===== src/rtl/dma_cfg_slave_mc_if.sv =====
// AXI slave bus bundle for the multi-channel DMA configuration register file.
interface dma_cfg_slave_mc_if #(
    parameter int ID_BITS   = 8,
    parameter int ADDR_BITS = 32,
    parameter int DATA_BITS = 32,
    parameter int LEN_BITS  = 4
);
    logic                   S_AWValid, S_AWReady;
    logic [ID_BITS-1:0]     S_AWID;
    logic [ADDR_BITS-1:0]   S_AWAddr;
    logic [LEN_BITS-1:0]    S_AWLen;
    logic [1:0]             S_AWBurst;
    logic                   S_WValid, S_WReady, S_WLast;
    logic [DATA_BITS-1:0]   S_WData;
    logic [DATA_BITS/8-1:0] S_WStrb;
    logic                   S_BValid, S_BReady;
    logic [ID_BITS-1:0]     S_BID;
    logic [1:0]             S_BResp;
    logic                   S_ARValid, S_ARReady;
    logic [ID_BITS-1:0]     S_ARID;
    logic [ADDR_BITS-1:0]   S_ARAddr;
    logic [LEN_BITS-1:0]    S_ARLen;
    logic [1:0]             S_ARBurst;
    logic                   S_RValid, S_RReady, S_RLast;
    logic [ID_BITS-1:0]     S_RID;
    logic [DATA_BITS-1:0]   S_RData;
    logic [1:0]             S_RResp;

    modport slave (
        input  S_AWValid, S_AWID, S_AWAddr, S_AWLen, S_AWBurst, output S_AWReady,
        input  S_WValid, S_WData, S_WStrb, S_WLast, output S_WReady,
        output S_BValid, S_BID, S_BResp, input S_BReady,
        input  S_ARValid, S_ARID, S_ARAddr, S_ARLen, S_ARBurst, output S_ARReady,
        output S_RValid, S_RID, S_RData, S_RResp, S_RLast, input S_RReady
    );
    modport master (
        output S_AWValid, S_AWID, S_AWAddr, S_AWLen, S_AWBurst, input S_AWReady,
        output S_WValid, S_WData, S_WStrb, S_WLast, input S_WReady,
        input  S_BValid, S_BID, S_BResp, output S_BReady,
        output S_ARValid, S_ARID, S_ARAddr, S_ARLen, S_ARBurst, input S_ARReady,
        input  S_RValid, S_RID, S_RData, S_RResp, S_RLast, output S_RReady
    );
endinterface


===== src/rtl/dma_cfg_slave_mc.sv =====
// AXI register file configuring NUM_CH DMA channels (CTRL/SRC/DST/LEN/STATUS each).
// Define DMA_CFG_IRQ_EN to enable the CTRL.IE bit and the registered IRQ output.
module dma_cfg_slave_mc #(
    parameter int NUM_CH    = 2,
    parameter int ID_BITS   = 8,
    parameter int ADDR_BITS = 32,
    parameter int DATA_BITS = 32,
    parameter int LEN_BITS  = 4
) (
    input  logic                        clk,
    input  logic                        rst,
    dma_cfg_slave_mc_if.slave           s,
    output logic [NUM_CH-1:0]           DMAEN,
    output logic [NUM_CH*DATA_BITS-1:0] DMASRC,
    output logic [NUM_CH*DATA_BITS-1:0] DMADST,
    output logic [NUM_CH*DATA_BITS-1:0] DMALEN,
    input  logic [NUM_CH-1:0]           DMADONE,
    output logic                        IRQ
);
    localparam logic [7:0] OFF_CTRL = 8'h00, OFF_SRC = 8'h04, OFF_DST = 8'h08,
                           OFF_LEN  = 8'h0C, OFF_STAT = 8'h10;

    typedef enum logic [1:0] {IDLE, WDATA, WRESP, RDATA} state_t;
    state_t state, state_nx;

    logic [ID_BITS-1:0]  id_q;
    logic [15:0]         addr_q, addr_nx;
    logic [LEN_BITS-1:0] blen_q, cnt;
    logic                fixed_q, err_q;
    logic [3:0]          ch_sel;
    logic [7:0]          off;
    logic                mapped, aw_hs, ar_hs, w_hs, r_hs, r_last, wr_en;
    logic [DATA_BITS-1:0] rd_ch [16];
`ifdef DMA_CFG_IRQ_EN
    logic [NUM_CH-1:0]   done_v, ie_v;
`endif
    logic                unused_ok;

    function automatic logic [DATA_BITS-1:0] merge(input logic [DATA_BITS-1:0] old,
                                                   input logic [DATA_BITS-1:0] wd,
                                                   input logic [DATA_BITS/8-1:0] st);
        merge = old;
        for (int b = 0; b < DATA_BITS/8; b++)
            if (st[b]) merge[8*b +: 8] = wd[8*b +: 8];
    endfunction

    // Decode always works on the captured beat address; bits [15:12] alias.
    assign ch_sel  = addr_q[11:8];
    assign off     = addr_q[7:0];
    assign mapped  = ({1'b0, ch_sel} < 5'(NUM_CH)) &&
                     (off inside {OFF_CTRL, OFF_SRC, OFF_DST, OFF_LEN, OFF_STAT});
    assign addr_nx = fixed_q ? addr_q : addr_q + 16'd4;
    assign r_last  = (cnt == blen_q);

    assign aw_hs = (state == IDLE)  && s.S_AWValid;
    assign ar_hs = (state == IDLE)  && !s.S_AWValid && s.S_ARValid;
    assign w_hs  = (state == WDATA) && s.S_WValid;
    assign r_hs  = (state == RDATA) && s.S_RReady;
    assign wr_en = w_hs && mapped;

    always_ff @(posedge clk or posedge rst) begin
        if (rst) state <= IDLE;
        else     state <= state_nx;
    end

    always_comb begin
        state_nx    = state;
        s.S_AWReady = 1'b0;
        s.S_ARReady = 1'b0;
        s.S_WReady  = 1'b0;
        s.S_BValid  = 1'b0;
        s.S_RValid  = 1'b0;
        case (state)
            IDLE: begin
                s.S_AWReady = 1'b1;
                s.S_ARReady = !s.S_AWValid;
                if (s.S_AWValid)      state_nx = WDATA;
                else if (s.S_ARValid) state_nx = RDATA;
            end
            WDATA: begin
                s.S_WReady = 1'b1;
                if (s.S_WValid && s.S_WLast) state_nx = WRESP;
            end
            WRESP: begin
                s.S_BValid = 1'b1;
                if (s.S_BReady) state_nx = IDLE;
            end
            RDATA: begin
                s.S_RValid = 1'b1;
                if (s.S_RReady && r_last) state_nx = IDLE;
            end
            default: state_nx = IDLE;
        endcase
    end

    always_ff @(posedge clk or posedge rst) begin
        if (rst) begin
            id_q    <= '0;
            addr_q  <= '0;
            blen_q  <= '0;
            cnt     <= '0;
            fixed_q <= 1'b0;
            err_q   <= 1'b0;
        end else begin
            if (state == IDLE) err_q <= 1'b0;
            if (aw_hs) begin
                id_q    <= s.S_AWID;
                addr_q  <= s.S_AWAddr[15:0];
                fixed_q <= (s.S_AWBurst == 2'b00);
            end else if (ar_hs) begin
                id_q    <= s.S_ARID;
                addr_q  <= s.S_ARAddr[15:0];
                blen_q  <= s.S_ARLen;
                fixed_q <= (s.S_ARBurst == 2'b00);
                cnt     <= '0;
            end
            if (w_hs) begin
                addr_q <= addr_nx;
                if (!mapped) err_q <= 1'b1;
            end
            if (r_hs) begin
                addr_q <= addr_nx;
                cnt    <= cnt + 1'b1;
            end
        end
    end

    for (genvar c = 0; c < 16; c++) begin : g_ch
        if (c < NUM_CH) begin : g_live
            logic                 sel, en_q, ie_q, done_q;
            logic [DATA_BITS-1:0] src_q, dst_q, len_r;
            assign sel = wr_en && (ch_sel == 4'(c));

            // DMADONE beats a same-cycle EN set and a same-cycle DONE clear.
            always_ff @(posedge clk or posedge rst) begin
                if (rst) begin
                    en_q   <= 1'b0;
                    done_q <= 1'b0;
                    src_q  <= '0;
                    dst_q  <= '0;
                    len_r  <= '0;
                end else begin
                    if (sel && off == OFF_SRC) src_q <= merge(src_q, s.S_WData, s.S_WStrb);
                    if (sel && off == OFF_DST) dst_q <= merge(dst_q, s.S_WData, s.S_WStrb);
                    if (sel && off == OFF_LEN) len_r <= merge(len_r, s.S_WData, s.S_WStrb);
                    if (DMADONE[c])
                        en_q <= 1'b0;
                    else if (sel && off == OFF_CTRL && s.S_WStrb[0])
                        en_q <= s.S_WData[0];
                    if (DMADONE[c])
                        done_q <= 1'b1;
                    else if (sel && off == OFF_STAT && s.S_WStrb[0] && s.S_WData[0])
                        done_q <= 1'b0;
                end
            end
`ifdef DMA_CFG_IRQ_EN
            always_ff @(posedge clk or posedge rst) begin
                if (rst)                                          ie_q <= 1'b0;
                else if (sel && off == OFF_CTRL && s.S_WStrb[0])  ie_q <= s.S_WData[1];
            end
            assign done_v[c] = done_q;
            assign ie_v[c]   = ie_q;
`else
            assign ie_q = 1'b0;
`endif
            assign rd_ch[c] = (off == OFF_CTRL) ? {{(DATA_BITS-2){1'b0}}, ie_q, en_q} :
                              (off == OFF_SRC)  ? src_q :
                              (off == OFF_DST)  ? dst_q :
                              (off == OFF_LEN)  ? len_r :
                              (off == OFF_STAT) ? {{(DATA_BITS-2){1'b0}}, en_q, done_q} : '0;
            assign DMAEN[c]                         = en_q;
            assign DMASRC[c*DATA_BITS +: DATA_BITS] = src_q;
            assign DMADST[c*DATA_BITS +: DATA_BITS] = dst_q;
            assign DMALEN[c*DATA_BITS +: DATA_BITS] = len_r;
        end else begin : g_none
            assign rd_ch[c] = '0;
        end
    end

`ifdef DMA_CFG_IRQ_EN
    always_ff @(posedge clk or posedge rst) begin
        if (rst) IRQ <= 1'b0;
        else     IRQ <= |(done_v & ie_v);
    end
`else
    assign IRQ = 1'b0;
`endif

    assign s.S_BID   = id_q;
    assign s.S_BResp = (state == WRESP && err_q) ? 2'b10 : 2'b00;
    assign s.S_RID   = id_q;
    assign s.S_RData = (state == RDATA && mapped) ? rd_ch[ch_sel] : '0;
    assign s.S_RResp = (state == RDATA && !mapped) ? 2'b10 : 2'b00;
    assign s.S_RLast = (state == RDATA) && r_last;

    // Write length comes from WLast; upper address bits are outside the decode window.
    assign unused_ok = ^{s.S_AWLen, s.S_AWAddr[ADDR_BITS-1:16], s.S_ARAddr[ADDR_BITS-1:16],
                         addr_q[15:12]};
endmodule


===== src/flat_wrapper.sv =====
// flat-port wrapper written by rule: the top's interface ports become plain ports
module dma_cfg_slave_mc_flat 
#(
    parameter int NUM_CH    = 2,
    parameter int ID_BITS   = 8,
    parameter int ADDR_BITS = 32,
    parameter int DATA_BITS = 32,
    parameter int LEN_BITS  = 4
)
  (clk, rst, DMAEN, DMASRC, DMADST, DMALEN, DMADONE, IRQ, s_S_AWValid, s_S_AWID, s_S_AWAddr, s_S_AWLen, s_S_AWBurst, s_S_AWReady, s_S_WValid, s_S_WData, s_S_WStrb, s_S_WLast, s_S_WReady, s_S_BValid, s_S_BID, s_S_BResp, s_S_BReady, s_S_ARValid, s_S_ARID, s_S_ARAddr, s_S_ARLen, s_S_ARBurst, s_S_ARReady, s_S_RValid, s_S_RID, s_S_RData, s_S_RResp, s_S_RLast, s_S_RReady);
  dma_cfg_slave_mc_if #(.ID_BITS(ID_BITS), .ADDR_BITS(ADDR_BITS), .DATA_BITS(DATA_BITS), .LEN_BITS(LEN_BITS)) s_i ();
  input  logic clk;
  input  logic rst;
  output logic [NUM_CH-1:0] DMAEN;
  output logic [NUM_CH*DATA_BITS-1:0] DMASRC;
  output logic [NUM_CH*DATA_BITS-1:0] DMADST;
  output logic [NUM_CH*DATA_BITS-1:0] DMALEN;
  input  logic [NUM_CH-1:0] DMADONE;
  output logic IRQ;
  input wire logic [$bits(s_i.S_AWValid)-1:0] s_S_AWValid;
  input wire logic [$bits(s_i.S_AWID)-1:0] s_S_AWID;
  input wire logic [$bits(s_i.S_AWAddr)-1:0] s_S_AWAddr;
  input wire logic [$bits(s_i.S_AWLen)-1:0] s_S_AWLen;
  input wire logic [$bits(s_i.S_AWBurst)-1:0] s_S_AWBurst;
  output wire logic [$bits(s_i.S_AWReady)-1:0] s_S_AWReady;
  input wire logic [$bits(s_i.S_WValid)-1:0] s_S_WValid;
  input wire logic [$bits(s_i.S_WData)-1:0] s_S_WData;
  input wire logic [$bits(s_i.S_WStrb)-1:0] s_S_WStrb;
  input wire logic [$bits(s_i.S_WLast)-1:0] s_S_WLast;
  output wire logic [$bits(s_i.S_WReady)-1:0] s_S_WReady;
  output wire logic [$bits(s_i.S_BValid)-1:0] s_S_BValid;
  output wire logic [$bits(s_i.S_BID)-1:0] s_S_BID;
  output wire logic [$bits(s_i.S_BResp)-1:0] s_S_BResp;
  input wire logic [$bits(s_i.S_BReady)-1:0] s_S_BReady;
  input wire logic [$bits(s_i.S_ARValid)-1:0] s_S_ARValid;
  input wire logic [$bits(s_i.S_ARID)-1:0] s_S_ARID;
  input wire logic [$bits(s_i.S_ARAddr)-1:0] s_S_ARAddr;
  input wire logic [$bits(s_i.S_ARLen)-1:0] s_S_ARLen;
  input wire logic [$bits(s_i.S_ARBurst)-1:0] s_S_ARBurst;
  output wire logic [$bits(s_i.S_ARReady)-1:0] s_S_ARReady;
  output wire logic [$bits(s_i.S_RValid)-1:0] s_S_RValid;
  output wire logic [$bits(s_i.S_RID)-1:0] s_S_RID;
  output wire logic [$bits(s_i.S_RData)-1:0] s_S_RData;
  output wire logic [$bits(s_i.S_RResp)-1:0] s_S_RResp;
  output wire logic [$bits(s_i.S_RLast)-1:0] s_S_RLast;
  input wire logic [$bits(s_i.S_RReady)-1:0] s_S_RReady;
  assign s_i.S_AWValid = s_S_AWValid;
  assign s_i.S_AWID = s_S_AWID;
  assign s_i.S_AWAddr = s_S_AWAddr;
  assign s_i.S_AWLen = s_S_AWLen;
  assign s_i.S_AWBurst = s_S_AWBurst;
  assign s_S_AWReady = s_i.S_AWReady;
  assign s_i.S_WValid = s_S_WValid;
  assign s_i.S_WData = s_S_WData;
  assign s_i.S_WStrb = s_S_WStrb;
  assign s_i.S_WLast = s_S_WLast;
  assign s_S_WReady = s_i.S_WReady;
  assign s_S_BValid = s_i.S_BValid;
  assign s_S_BID = s_i.S_BID;
  assign s_S_BResp = s_i.S_BResp;
  assign s_i.S_BReady = s_S_BReady;
  assign s_i.S_ARValid = s_S_ARValid;
  assign s_i.S_ARID = s_S_ARID;
  assign s_i.S_ARAddr = s_S_ARAddr;
  assign s_i.S_ARLen = s_S_ARLen;
  assign s_i.S_ARBurst = s_S_ARBurst;
  assign s_S_ARReady = s_i.S_ARReady;
  assign s_S_RValid = s_i.S_RValid;
  assign s_S_RID = s_i.S_RID;
  assign s_S_RData = s_i.S_RData;
  assign s_S_RResp = s_i.S_RResp;
  assign s_S_RLast = s_i.S_RLast;
  assign s_i.S_RReady = s_S_RReady;
  dma_cfg_slave_mc #(.NUM_CH(NUM_CH), .ID_BITS(ID_BITS), .ADDR_BITS(ADDR_BITS), .DATA_BITS(DATA_BITS), .LEN_BITS(LEN_BITS)) u_core (.clk(clk), .rst(rst), .s(s_i), .DMAEN(DMAEN), .DMASRC(DMASRC), .DMADST(DMADST), .DMALEN(DMALEN), .DMADONE(DMADONE), .IRQ(IRQ));
endmodule

===== config.mk =====
export PLATFORM = sky130hd
export DESIGN_NAME = dma_cfg_slave_mc_flat
export DESIGN_NICKNAME = d
export VERILOG_FILES = /design/src/rtl/dma_cfg_slave_mc_if.sv /design/src/rtl/dma_cfg_slave_mc.sv /design/src/flat_wrapper.sv
export SDC_FILE = /design/constraint.sdc
export NUM_CORES = 1
export LEC_CHECK = 0
export CAP_MARGIN = 30
export CORE_MARGIN = 5
export CORE_UTILIZATION = 45
export DETAILED_ROUTE_END_ITERATION = 8
export PLACE_DENSITY = 0.79
export SLEW_MARGIN = 25
export SYNTH_ARGS = -nofsm -noshare
export SYNTH_HDL_FRONTEND = slang
export SYNTH_SLANG_ARGS = --single-unit

===== constraint.sdc =====
create_clock -name clk -period 8 [get_ports clk]
set_clock_uncertainty 0.05 [all_clocks]
set_input_delay 1.2 -clock clk [delete_from_list [all_inputs] [get_ports clk]]
set_output_delay 1.2 -clock clk [all_outputs]
set_load 0.01 [all_outputs]

==> out/metrics.yaml, run 1 <==
status: "finished clean"
postCtsSetupRepairBufs: 0
post-route-min-period_ns: 5.423
placed_cell_area_um2: 15210
clockRootBuffer: "clkbuf_16"
drc: 0
synthFlopType: "dfrtp_1"
leakage_uw: 0.007030
worst_slew_pin_slew_ns: 1.002
cts_tree: "done"
rows: 58
cp.required_ns: 6.75
utilization_pct: 63.90
setup-tns-final_ns: 0
async_flop_share_pct: 100.0
setup_viol: 0
dr_wl_met2_mm: 18.48
grt_overflow: 0
synth_area_um2: 11570
ys_ff_latch: 228
path_clk_slew_ns: 0.06
fin_area_um2: 16140
hpwlAfterDp_mm: 25.90
io_buffers: 343
start_util_pct: 45.81
reg2reg_to: "u_core.g_ch[0].g_live.dst_q[29]"
whs_ns: 0.4550
area_growth_pct: 39.49
wl_met1_mm: 15.35
io_pins: 391
cts_resized: 0
hold_violations: 0
slew_headroom_pct: 33.22
rsz0062_at_grt: "false"
die_h_um: 170.3
synth_compound_area_share_pct: 13.12
grt_first_pass_wirelength_mm: 59.63
worstSetupPathType: "reg -> out"
hold_start: "u_core.blen_q[0]"
finalCritPeriodShare_pct: 67.78
startpoint_type: "flop"
synth-edff-count: 0
clockBufferDepth: 3
synth_mux_area_share_pct: 22.84
yosysSeqAreaShare_pct: 49.32
drt-initial-drc-count: 698
die_w_um: 170.3
synthAdderAreaFrac_pct: 0.5408
routed.top_layer: "met5"
h-tree-depth: 1
clk_latency_ns: 0.52
synth_top_family_by_area: "multiplexers"
cts_buffers: 26
min_path_cells: 2
synth_xor_area_share_pct: 0.4543
fillers: 1966
crit_arrival_ns: 4.17
dieArea_um2: 29010
wl_per_cell_um: 23.29
via_per_inst: 5.810
core_area_um2: 25250
slew_violations: 0
grt_max_degree: 81
yosys.area_share.simple_pct: 9.464
postRouteAntennaNets: 0
hold_class: "reg -> reg"
reg2reg_slack_ns: 3.90
worstSetupEndpointType: "output port"
vdd.ir_drop.worst_uv: 166.6
reg2reg_from: "u_core.addr_q[2]"
antenna_found_initial: 1
cts_sinks: 228
drtPass1Iterations: 5
fin_nets: 1446
rr_worst_depth: 7
power.density_nw_per_um2: 226.7
path_max_fanout: 51
drv_cap: 0
startpoint: "u_core.addr_q[2]"
grt_usage_pct: 25.95
fmax_mhz: 184.4
num_vias: 9604
ys_warn_count: 0
dr_wl_met3_mm: 3.673
drive_above_1_share_pct: 25.11
holdBufCountCts: 0
place.gp.congestion: 0.8853
synth_cells: 991
syn_area_per_cell_um2: 11.67
hold_end: "u_core.blen_q[0]"
synth.distinct_cells: 64
grt_pass1_vias: 10019
totalWireLength_mm: 38.51
[cells in the mapped netlist, drive strengths merged (7+ instances only)]
| cell | number | area, µm² |
|---|---|---|
| dfrtp | 228 | 5705 |
| mux2 | 224 | 2522 |
| nand2 | 104 | 450.4 |
| clkbuf | 51 | 191.4 |
| o21ai | 36 | 180.2 |
| a21oi | 34 | 245.2 |
| inv | 34 | 127.6 |
| nor2 | 30 | 112.6 |
| a211o | 29 | 254.0 |
| a221oi | 27 | 236.5 |
| o31a | 25 | 219.0 |
| buf | 22 | 170.2 |
| nor3 | 21 | 110.1 |
| a31oi | 14 | 87.58 |
| nand3 | 10 | 50.05 |
| nand2b | 9 | 56.30 |
| nor4 | 7 | 88.83 |
[kinds of logic after synthesis]
logic type                 count (synthesis)
AOI/OAI and AO/OA                        201
xor gates and xnor gates                   6
adders and majority gates                  5
buffers and inverters                    107
DFF                                      228
muxes                                    231
other                                      1
and+or+nand+nor                          212
[critical path: stages (launching register included)]
cell and delay, ns:
dfrtp_1 0.43, inv_1 0.15, ha_2 0.87, or3b_4 0.71, o31a_1 0.35, a211o_1 0.31, a21oi_1 0.13, clkdlybuf4s50_1 0.62
[how the worst max path moves through the flow]
stage	endpoint	slack (ns)	cells after the start
final	s_S_RData[31]	2.58	7
after global routing	s_S_RData[1]	2.40	8
after CTS	s_S_RData[1]	2.61	8
after detailed placement	s_S_RData[31]	3.21	7
after global placement	s_S_RData[5]	2.86	7
after floorplan	u_core.addr_q[0]	0.50	1
[layout by cell type, fill, tap and decap left out, drive strengths merged, types with 4 or more instances in the layout]
master,Yosys,layout
bufinv,0,5
and3,4,4
nor3,21,21
xor2,6,6
nand2,104,104
dfrtp,228,228
nor2,30,30
a21oi,34,34
a22oi,5,5
a211o,29,29
a211oi,4,4
ha,5,5
a221oi,27,27
a31oi,14,14
nand2b,9,9
o31a,25,25
clkbuf,51,29
buf,22,12
o22ai,6,6
nor4,7,7
clkdlybuf4s50,0,343
mux2,224,224
o21ai,36,36
clkinv,0,11
nand3,10,10
mux4,4,4
inv,34,35
[metrics by stage]
| stage | setup WS, ns | total power (µW) | cells |
|---|---|---|---|
| finish | 2.577 | 3658 | 1653 |
| global route | 2.399 | 3836 | 1652 |
| CTS | 2.608 | 3681 | 1652 |
| detailed placement | 3.206 | 2398 | 1605 |
| global placement | 2.860 | 2367 | 1603 |
| floorplan | 0.5021 | 2013 | 993 |
[registers in the layout, summed over array words and instances, names as in the netlist]
register,count
u_core.g_ch.g_live.dst_q,64
u_core.g_ch.g_live.len_r,64
u_core.g_ch.g_live.src_q,64
u_core.addr_q,12
u_core.s.S_BID,8
u_core.blen_q,4
u_core.cnt,4
u_core.g_ch.g_live.done_q,2
u_core.g_ch.g_live.en_q,2
u_core.state,2
u_core.err_q,1
u_core.fixed_q,1
[layer usage]
metal | global-route usage [%] | up-vias
met1 | 33.34 | 4832
li1 | - | 4249
met3 | 8.014 | 74
met5 | 0 | -
met2 | 42.57 | 447
met4 | 7.535 | 2
[power by group]
part / switching [µW] / internal, µW / leakage, µW
combinational: 559 / 423 / 0.00346
clock: 486 / 784 / 0.000460
sequential: 165 / 1240 / 0.00311
total: 1210 / 2450 / 0.00703
[area by class of cell]
class	count	area (µm²)	area share (%)
clock buffers	29	693.2	4.296
clock inverters	18	225.2	1.396
inverters	34	135.1	0.8374
multi-input cells	658	5406	33.50
repair buffers	355	3552	22.01
well taps	330	412.9	2.559
flip-flops and latches	228	5709	35.38
diodes	1	2.502	0.01551
Power figures use the tool's default switching activity.
==> inputs of run 2 (changes only) <==
--- a/config.mk
+++ b/config.mk
@@ -7,9 +7,9 @@
 export LEC_CHECK = 0
 export CAP_MARGIN = 30
 export CORE_MARGIN = 5
-export CORE_UTILIZATION = 45
+export CORE_UTILIZATION = 42
 export DETAILED_ROUTE_END_ITERATION = 8
-export PLACE_DENSITY = 0.79
+export PLACE_DENSITY = 0.78
 export SLEW_MARGIN = 25
 export SYNTH_ARGS = -nofsm -noshare
 export SYNTH_HDL_FRONTEND = slang
==> constraint.sdc (replaced) <==
create_clock -name clk -period 4.43 [get_ports clk]
set_clock_uncertainty 0.05 [all_clocks]
set_input_delay 0.6645 -clock clk [delete_from_list [all_inputs] [get_ports clk]]
set_output_delay 0.6645 -clock clk [all_outputs]
set_load 0.01 [all_outputs]
==> run 2 against run 1 <==
Compared with the run above: cell count is 1.4% higher; core utilization is 3.9 points lower; register-to-register slack worse by 2.7 ns; clock-buffer cell count is 7 higher; sequential power is 74% higher; die area is 6.7% higher; first-iteration DRC count is 19% lower; critical path depth stayed put; global-route usage is 1.8 points lower; non-clock buffer count is 13 higher; flip-flop and latch count stayed put.
==> out/metrics.yaml, run 2 (synthesis gave the netlist of run 1 again) <==
status: "finished clean"
worst_slack_ns: 0.1356
cts_buffers: 26
drc: 0
slew_violations: 0
postCtsSetupRepairBufs: 0
placed_cell_area_um2: 15340
clockRootBuffer: "clkbuf_16"
utilization_pct: 59.99
cp.required_ns: 3.72
rows: 60
via_per_inst: 5.662
drtPass1Iterations: 5
wl_per_cell_um: 23.01
vdd.ir_drop.worst_uv: 211.5
totalWireLength_mm: 38.57
path_clk_slew_ns: 0.06
crit_slowest_cell: "or4_2"
io_pins: 391
dpl_worst_slack_ns: 0.4224
core_area_um2: 27030
die_w_um: 176.0
final_common_cell: "clkdlybuf4s50_1"
hpwlAfterDp_mm: 27.10
power.internal_uw: 4340
grt_overflow: 0
rsz0062_at_grt: "true"
drive_above_1_share_pct: 25.62
p_clk_share_pct: 32.9
drt-initial-drc-count: 562
grt_pass1_vias: 9883
antenna_found_initial: 0
worstSetupPathType: "reg -> out"
crit_arrival_ns: 3.58
met3_usage_pct: 7.473
seqPwrFrac_pct: 37.7
slew_headroom_pct: 41.87
clockBufferDepth: 3
p_comb_share_pct: 29.4
grt_usage_pct: 24.13
setup_viol: 0
fin_area_um2: 16210
die_h_um: 176.0
fmax_mhz: 232.9
grt_max_degree: 93
num_vias: 9489
cts_sinks: 228
netSwitchingPower_uw: 2168
n_antenna_cell: 0
reg_top3: "u_core.g_ch.g_live.dst_q (64), u_core.g_ch.g_live.len_r (64), u_core.g_ch.g_live.src_q (64)"
final_cell_mix: "clkdlybuf4s50_1, dfrtp_1, mux2_2"
post-route-min-period_ns: 4.294
fin_nets: 1459
fillers: 2172
place.gp.congestion: 0.8523
dieArea_um2: 30960
grt_util_met1_pct: 30.63
postRouteAntennaNets: 0
startpoint_type: "flop"
h-tree-depth: 1
hold_class: "reg -> reg"
worst_slew_pin_slew_ns: 0.8654
start_util_pct: 42.81
crit_chain: "or4_2, buf_4, nor3_2, buf_4, nand2_1, a21oi_1, clkdlybuf4s50_1"
path_max_fanout: 40
use_met2_pct: 39.69
clk_latency_ns: 0.53
hold_violations: 0
swShare_pct: 33.31
busiest_layer: "met2"
cpPeakStageDelay_ns: 0.72
drv_cap: 0
cts_tree: "done"
holdBufCountCts: 0
power.density_nw_per_um2: 401.4
grt_first_pass_wirelength_mm: 58.92
finalCritPeriodShare_pct: 96.94
setup-tns-final_ns: 0
worstSetupEndpointType: "output port"
io_buffers: 343
area_growth_pct: 40.14
leakage_uw: 0.007052
cp_common_cell: "buf_4"
-- run 2: path summary, 6_finish.rpt --
path / from / endpoint / slack (ns) / cells past startpoint
max in group asynchronous: rst / u_core.addr_q[8] / 2.79 / 3
setup / recovery: u_core.addr_q[6] / s_S_RData[5] / 0.14 / 7
hold reg to reg: u_core.blen_q[3] / u_core.blen_q[3] / 0.46 / 2
min in group asynchronous: rst / u_core.g_ch[1].g_live.len_r[20] / 0.59 / 2
setup reg to reg: u_core.addr_q[2] / u_core.g_ch[1].g_live.dst_q[4] / 1.22 / 7
hold / removal: u_core.blen_q[3] / u_core.blen_q[3] / 0.46 / 2
-- run 2: per-layer routing --
| metal | wire length (µm) | part of all wire [%] |
|---|---|---|
| met1 | 15640 | 41 |
| met2 | 18400 | 48 |
| met3 | 3222 | 8.4 |
| met4 | 1308 | 3.4 |
| met5 | 0 | 0 |
-- run 2: critical path, delay by kind of cell, from the launching register on --
family,cells,cell delay [ns]
and+or+nand+nor,3,1.16
DFF,1,0.44
AOI/OAI and AO/OA,1,0.22
buffers and inverters,3,1.23
-- run 2: area by class of cell --
class,count,area (µm²),share of cell area (%)
Clock buffer,36,738.2,4.554
Clock inverter,11,121.4,0.7486
Inverter,34,131.4,0.8104
Multi-Input combinational cell,658,5415,33.40
Sequential cell,228,5709,35.22
Tap cell,341,426.7,2.632
Timing Repair Buffer,368,3670,22.64
-- run 2: timing repair --
action / in CTS / in global routing
setup endpoints to repair: 1 / 2
gates resized for setup: 1 / 3
pin swaps: 1 / 1
-- run 2: power by group through the flow --
stage,Clock (µW),Combinational (µW),Sequential (µW)
2_1_floorplan,0,1230,2410
3_3_place_gp,0,1780,2550
3_5_place_dp,0,1900,2480
4_1_cts,2190,1910,2450
5_1_grt,2280,2070,2480
6_report,2140,1920,2450
-- run 2: per-stage QoR --
| stage | instances | total power (µW) | hold slack, ns |
|---|---|---|---|
| 3_3_place_gp | 1628 | 4333 | 0.4371 |
| 2_1_floorplan | 993 | 3636 | 0.4147 |
| 3_5_place_dp | 1629 | 4386 | 0.4472 |
| 6_report | 1676 | 6507 | 0.4625 |
| 4_1_cts | 1676 | 6548 | 0.4644 |
| 5_1_grt | 1676 | 6829 | 0.4849 |
